`src/rtl/rv523_pkg.sv`:
```
// Shared types and constants for the RV523 digit-serial register file.
package rv523_pkg;

  typedef enum logic [1:0] {
    IDLE,
    STREAM,
    DONE
  } state_t;

  localparam int XLEN_DEF  = 32;
  localparam int NREGS_DEF = 32;

  // Ceiling log2, usable in parameter and port-width expressions.
  function automatic int clog2(input int value);
    int r;
    r = 0;
    while ((1 << r) < value) r++;
    return r;
  endfunction

endpackage

```
`src/rtl/rv523_serial_word.sv`:
```
// One XLEN-bit architectural register, written and read one digit at a time.
module rv523_serial_word
  import rv523_pkg::*;
#(
  parameter int XLEN  = XLEN_DEF,
  parameter int DIGIT = 1,
  parameter int CW    = 5
) (
  input  logic             clk,
  input  logic             wr_en,
  input  logic [CW-1:0]    sel,
  input  logic [DIGIT-1:0] wr_digit,
  output logic [DIGIT-1:0] rd_digit
);

  logic [XLEN-1:0] word;
  int              off;

  assign off      = int'(sel) * DIGIT;
  assign rd_digit = word[off +: DIGIT];

  // Storage has no reset; only the selected digit is overwritten.
  always_ff @(posedge clk) begin
    if (wr_en) word[off +: DIGIT] <= wr_digit;
  end

endmodule

```
`src/rtl/rv523_serial_regfile.sv`:
```
// Digit-serial register file: streams rs1/rs2 LSB-first while writing rd
// digit by digit in the same pass, with request handshake and beat stall.
module rv523_serial_regfile
  import rv523_pkg::*;
#(
  parameter int XLEN     = XLEN_DEF,
  parameter int NREGS    = NREGS_DEF,
  parameter int DIGIT    = 1,
  parameter int ZERO_REG = 1
) (
  input  logic                    clk,
  input  logic                    rst,
  input  logic                    req_valid,
  output logic                    req_ready,
  input  logic [clog2(NREGS)-1:0] req_rs1,
  input  logic [clog2(NREGS)-1:0] req_rs2,
  input  logic [clog2(NREGS)-1:0] req_rd,
  input  logic                    req_we,
  input  logic                    hold,
  output logic                    beat_valid,
  output logic [DIGIT-1:0]        rs1_digit,
  output logic [DIGIT-1:0]        rs2_digit,
  input  logic [DIGIT-1:0]        wr_digit,
  output logic                    last,
  output logic                    done
);

  localparam int AW    = clog2(NREGS);
  localparam int BEATS = XLEN / DIGIT;
  localparam int CW    = (clog2(BEATS) > 1) ? clog2(BEATS) : 1;

  state_t           state;
  logic [CW-1:0]    cnt;
  logic [AW-1:0]    rs1_q;
  logic [AW-1:0]    rs2_q;
  logic [AW-1:0]    rd_q;
  logic             we_q;
  logic             cnt_last;
  logic             beat_ok;
  logic             wr_hit;
  logic [DIGIT-1:0] digs [NREGS];

  assign beat_valid = (state == STREAM) & ~hold;
  assign cnt_last   = (cnt == CW'(BEATS - 1));
  assign last       = cnt_last & beat_valid;
  // A beat landing on a reset edge must not commit its digit.
  assign beat_ok    = beat_valid & ~rst;
  assign wr_hit     = beat_ok & we_q & ~((ZERO_REG != 0) && (rd_q == '0));

  // Reading happens combinationally in the same beat that overwrites the
  // digit, so a pass with rd == rs1/rs2 always streams the old value.
  assign rs1_digit = digs[rs1_q];
  assign rs2_digit = digs[rs2_q];

  for (genvar i = 0; i < NREGS; i++) begin : g_reg
    if ((ZERO_REG != 0) && (i == 0)) begin : g_zero
      assign digs[i] = '0;
    end else begin : g_word
      rv523_serial_word #(
        .XLEN (XLEN),
        .DIGIT(DIGIT),
        .CW   (CW)
      ) u_word (
        .clk     (clk),
        .wr_en   (wr_hit && (rd_q == AW'(i))),
        .sel     (cnt),
        .wr_digit(wr_digit),
        .rd_digit(digs[i])
      );
    end
  end

  // Pass sequencer: accept in IDLE, walk the beats in STREAM, pulse done.
  always_ff @(posedge clk) begin
    if (rst) begin
      state     <= IDLE;
      cnt       <= '0;
      rs1_q     <= '0;
      rs2_q     <= '0;
      rd_q      <= '0;
      we_q      <= 1'b0;
      done      <= 1'b0;
      req_ready <= 1'b1;
    end else begin
      case (state)
        IDLE: begin
          done <= 1'b0;
          if (req_valid) begin
            rs1_q     <= req_rs1;
            rs2_q     <= req_rs2;
            rd_q      <= req_rd;
            we_q      <= req_we;
            cnt       <= '0;
            req_ready <= 1'b0;
            state     <= STREAM;
          end
        end
        STREAM: begin
          if (!hold) begin
            if (cnt_last) begin
              done  <= 1'b1;
              state <= DONE;
            end else begin
              cnt <= cnt + CW'(1);
            end
          end
        end
        DONE: begin
          done      <= 1'b0;
          req_ready <= 1'b1;
          state     <= IDLE;
        end
        default: begin
          done      <= 1'b0;
          req_ready <= 1'b1;
          state     <= IDLE;
        end
      endcase
    end
  end

endmodule
```
`config.mk`:
```
export PLATFORM = sky130hd
export DESIGN_NAME = rv523_serial_regfile
export DESIGN_NICKNAME = d
export VERILOG_FILES = /design/src/rtl/rv523_pkg.sv /design/src/rtl/rv523_serial_word.sv /design/src/rtl/rv523_serial_regfile.sv
export SDC_FILE = /design/constraint.sdc
export NUM_CORES = 2
export LEC_CHECK = 0
export ABC_AREA = 1
export ABC_CLOCK_PERIOD_IN_PS = 6600
export CORE_UTILIZATION = 55
export CTS_CLUSTER_SIZE = 40
export DETAILED_ROUTE_END_ITERATION = 10
export PLACE_DENSITY_LB_ADDON = 0.25
export REMOVE_ABC_BUFFERS = 1
export SETUP_SLACK_MARGIN = 0.2
export SLEW_MARGIN = 20
export SYNTH_ARGS = -nofsm -noshare
export SYNTH_HDL_FRONTEND = slang
export SYNTH_SLANG_ARGS = --single-unit
```
`constraint.sdc`:
```
create_clock -name clk -period 6.6 [get_ports clk]
set_clock_uncertainty 0.15 [all_clocks]
set_input_delay 1.98 -clock clk [delete_from_list [all_inputs] [get_ports clk]]
set_output_delay 1.98 -clock clk [all_outputs]
set_load 0.02 [all_outputs]
```
### Yosys cells after proc, flatten, opt, wreduce, memory -nomap -nowiden

Cells that the tools add are included.

| storage, ports and cells | value |
|---|---|
| flip-flop bits (word level) | 1017 |
| bits of input ports | 21 |
| output and inout port bits | 6 |
| word-level logic and storage cells | 211 |

| operators by class | value |
|---|---|
| add/sub/neg operators | 2 |
| $lt $le $gt $ge | 2 |
| eq/ne operators | 37 |
| shifts and indexed selects | 33 |
| muxes and demuxes | 47 |
| bitwise operators | 11 |
| reductions and logical operators | 40 |

Operator list:

| kind | count |
|---|---|
| 32-bit bitwise mux | 31 |
| 32-bit by 6-bit indexed part select with 1-bit output | 31 |
| 5-bit == test (second input constant) | 17 |
| 5-bit by 4-bit == test with 1-bit output (second input constant) | 8 |
| 5-bit negation with 33-bit output | 1 |
| 1-bit by 33-bit variable shift with 32-bit output (first input constant) | 1 |
| 1-bit by 33-bit indexed part select with 32-bit output | 1 |
| 1-bit logical AND | 31 |
| 5-bit by 3-bit == test with 1-bit output (second input constant) | 4 |
| 5-bit 2-to-1 mux | 3 |
| 6-bit >= comparator (second input constant) | 2 |
| 5-bit inverter with 6-bit output | 2 |
| 1-bit binary-select mux with 5-bit select | 2 |
| 5-bit by 2-bit == test with 1-bit output (second input constant) | 2 |
| 5-bit case mux with 2 select lines | 1 |
| 2-bit != test (second input constant) | 4 |
| 2-bit 2-to-1 mux | 3 |
| 2-bit AND reduction | 3 |
| 5-bit by 1-bit adder with 5-bit output (second input constant) | 1 |
| 1-bit AND | 5 |
| 5-bit by 1-bit == test with 1-bit output (second input constant) | 1 |
| 5-bit zero test | 1 |
| 1-bit 2-to-1 mux | 5 |
| 1-bit inverter | 4 |
| 8 further kinds | 8 |

### Depth between registers and ports, before layout

| depth | value |
|---|---|
| depth in word-level cells | 6 |
| mapped depth | 18 |

### Cells and area by module

From an unflattened synthesis, not the netlist that was laid out.

| unflattened totals | value |
|---|---|
| cells, all modules | 8384 |
| area total of the unflattened synthesis | 65112.4 µm² |

By module, submodules not included:

| module | times used | cells each | area an instance (µm²) | seq. area each (µm²) |
|---|---|---|---|---|
| rv523_serial_word at g_reg[10].g_word.u_word ... | 29 | 260 | 2042.0 | 960.9 |
| rv523_serial_word at g_reg[9].g_word.u_word | 1 | 252 | 2001.9 | 960.9 |
| rv523_serial_word at g_reg[25].g_word.u_word | 1 | 258 | 1971.9 | 960.9 |
| rv523_serial_regfile | 1 | 334 | 1921.8 | 500.5 |

### Worst setup path after synthesis

Ideal clock, no wire load.

| path | value |
|---|---|
| path kind | in2out |
| start point | input hold |
| end point | output last |
| data arrival time | 2.477 ns |
| data required time | 4.470 ns |
| slack | 1.993 ns |
| stages | 3 |
| path buffers | 0 |
| cells stage by stage | nor2_1 inv_1 nor2_1 |

| on the way | value |
|---|---|
| cells in the longest elaborated chain, start to end | 3 |

Ends and longest elaborated chain:

| element | RTL line | text |
|---|---|---|
| start: declaration | rv523_serial_regfile.sv:19 | `input logic hold,` |
| 1-bit inverter (no source line) | -- |  |
| 1-bit AND | rv523_serial_regfile.sv:43 | `assign beat_valid = (state == STREAM) & ~hold;` |
| 1-bit AND | rv523_serial_regfile.sv:45 | `assign last = cnt_last & beat_valid;` |
| end: declaration | rv523_serial_regfile.sv:24 | `output logic last,` |

No other way between the ends.

### Worst setup path in the final report

| path | value |
|---|---|
| start point | register cnt[0] |
| end point | output rs2_digit |

| on the way | value |
|---|---|
| cells in the longest elaborated chain, start to end | 4 |
| elaborated cells between the ends (all ways) | 34 |
| classes of those cells | shift: 31; mux: 3 |

Ends and longest elaborated chain:

| element | RTL line | text |
|---|---|---|
| start: declaration | rv523_serial_regfile.sv:33 | `logic [CW-1:0] cnt;` |
| start signal: assignment | rv523_serial_regfile.sv:104 | `cnt <= cnt + CW'(1);` |
| 32-bit by 6-bit indexed part select with 1-bit output | rv523_serial_word.sv:20 | `assign rd_digit = word[off +: DIGIT];` |
| 1-bit binary-select mux with 5-bit select * | rv523_serial_regfile.sv:53 | `assign rs2_digit = digs[rs2_q];` |
| 1-bit 2-to-1 mux (implied by the code) * (2 in series) | rv523_serial_regfile.sv:53 |  |
| end: declaration | rv523_serial_regfile.sv:22 | `output logic [DIGIT-1:0] rs2_digit,` |

Every way passes the cells marked *; elsewhere a longest branch is shown, timed or not. The select of a mux whose other input is x is not followed.

==> metrics.txt <==
CTS buffer count=106; max-cap violations=0; Fill cells=7369; synthesized flop and latch total=1017; # clock sinks=1017; pwr/cell area=269 nW/um2; final setup margin=371 ps; final setup fails=0; post-synthesis async set-or-reset flop share=0; Overall Global Routing Usage=0.355; cts hold-fix bufs=0; largest net degree at the start of global routing=153; final net count=5135; Rows=108; crit path buf inv count=3; worst slew pin tran=1150 ps; Total Wirelength=160000 um; hpwl dp=88100 um; Post-synth EDFFs=992; CTS root buf=clkbuf_16; CTS clk-pin slew, worst paths=70 ps; final hold vios=0; # diodes=0; library cells used by synthesis=30; CP max stage delay=620 ps; drt first pass iters=7; CP max stage cell=clkdlybuf4s50_1; CP Class=flop to primary output; CP dominant cell by count=nand2_1; family with the most delay on the worst path=simple AND/OR/NAND/NOR gates; fmax=0.161 GHz; normalized max-slew margin=0.231; CTS tree=done; register area=30300 um2; Vias=37808; Critical Path End Type=primary output; RSZ-0062 raised after global routing=false; minimum clock period=6230 ps; global placer's final weighted congestion=1.01; layout cells sized above 1=0.0853; IO buf count=26; Mapped Cells=5267; Critical Path AT=4100 ps; mean post-synth cell area=9.20 um2; P&R area growth vs syn=9.69%; total grt overflow=0; clk buf depth=3; ys flop type=edfxtp_1; Peak supply drop=237 uV; Wirelength per Cell=25.1 um; Initial Util=0.557; Core Area=87000 um2; Die Width=299 um; Critical Path RT=4470 ps; synth warn=0; Critical Path, Cell by Cell=buf_4 > buf_16 > nand2_1 > nand2_1 > nand2_1 > nand3_1 > nand3_1 > nand3_1 > nand2_1 > nand2_1 > nand3_1 > nand2_1 > nand3_1 > nand2_1 > nand2_1 > nand2_1 > clkdlybuf4s50_1; first-pass GRT wire length=232000 um; non-filler cells, final=6351; initial antenna violation count=5; io pins=27; DRC marker count from the first detailed-route iteration=5237; register area share after synthesis=0.625; pre-CTS setup slack=990 ps; die height=299 um; Leak=19.6 nW; drc violations=0; Min-Delay Path Class=flop to flop; post-DR vias/cell=5.95; clock latency on the worst-skew pair=710 ps; status=finished, final reports clean; CP Launch Type=flop; number of global-route vias before repair=35668; area taken by multi-input logic gates=14400 um2; max-slew violations=0; Crit Path Max Fanout=76; Netlist Area Pre-Place=48400 um2; final setup TNS=0 ps; period utilization=0.944; htree depth=3; Detail Route Antenna Nets=0; placed cells=6149; die footprint=89300 um2
## logic make-up after synthesis
family	count (synthesis)	share of synthesized area
AOI/OAI and AO/OA	215	0.0297
buffers and inverters	967	0.0812
adders and majority gates	4	0.00103
DFF	1017	0.625
xor gates and xnor gates	3	0.000930
and+or+nand+nor	3061	0.262
## state kept, by name, indices dropped and copies added (netlist names), 2 cells and up
name	cells
rd_q	5
state	2
rs1_q	5
rs2_q	5
g.g_word.u_word.word	992
cnt	5
## layout make-up
cell class	count	area share
clock buffers	137	0.0533
multi-input cells	3283	0.271
flip-flops and latches	1017	0.570
inverters	548	0.0394
well taps	1155	0.0272
clock inverters	57	0.00848
repair buffers	154	0.0301
## final timing paths
kind          start                          endpoint  slack [ps]  cells past startpoint
max          cnt[0]                         rs2_digit         370                     17
min            we_q                              we_q         330                      2
max reg2reg  cnt[0]  g_reg[10].g_word.u_word.word[29]        2400                     13
min reg2reg    we_q                              we_q         330                      2
## per-layer routing
metal	share of wire	global-route usage	vias to the layer above
met5	0	0	-
met4	0.059	0.194	0
met3	0.11	0.0659	388
met2	0.45	0.548	2375
met1	0.38	0.477	18272
li1	-	-	16773
## cells in the final DEF (no fill, tap or decap), types with 4 or more instances in the layout
cell,netlist,final
a21oi_1,17,17
nand3_1,703,701
nand2_2,1,24
bufinv_16,0,6
dfxtp_1,25,21
clkinv_1,2,30
clkbuf_16,0,113
inv_2,8,4
ha_1,4,4
nor3_1,7,6
o21ai_0,52,51
buf_4,7,101
clkbuf_1,158,28
nor3_2,7,8
nand2_1,1074,1051
clkinv_2,0,18
edfxtp_1,992,992
clkdlybuf4s50_1,0,25
o211ai_1,142,142
nor2_1,1167,1137
inv_1,538,538
nor2_4,0,8
buf_12,0,16
nor2_2,4,26
or2_2,94,94
buf_16,0,5
## tightest hold or removal path, delay by kind of cell, from the launching register on
kind          cells  cell delay (ps)
flops             1              310
simple gates      2              130
## what timing repair did
item                                    in CTS  in global routing
gates resized for setup                      0                 14
endpoints found under the setup margin       0                  2
setup buffers                                0                  4
## where the power goes
group	switching [mW]	internal (mW)	leakage, nW
logic	1.06	0.432	6.46
registers	0.0249	7.01	11.5
clock network	2.51	3.25	1.60
## through the flow
step,hold WS [ps],instance area (um2),power [mW],util
2_1_floorplan,301,46600,8.39,-
3_5_place_dp,317,49600,8.58,0.570
4_1_cts,329,52900,14.2,0.608
6_report,330,53100,14.3,0.611
3_3_place_gp,312,49600,8.57,0.570
5_1_grt,365,53100,14.6,0.611
## Yosys cell counts (8+ instances only)
cell type,number,area (um2)
a21oi_1,17,85.1
buf_1,41,154
buf_2,211,1060
clkbuf_1,158,593
dfxtp_1,25,500
edfxtp_1,992,29800
inv_1,538,2020
inv_2,8,30.0
nand2_1,1074,4030
nand3_1,703,3520
nor2_1,1167,4380
o211ai_1,142,1070
o21ai_0,52,260
or2_2,94,588
Power figures use the tool's default switching activity.
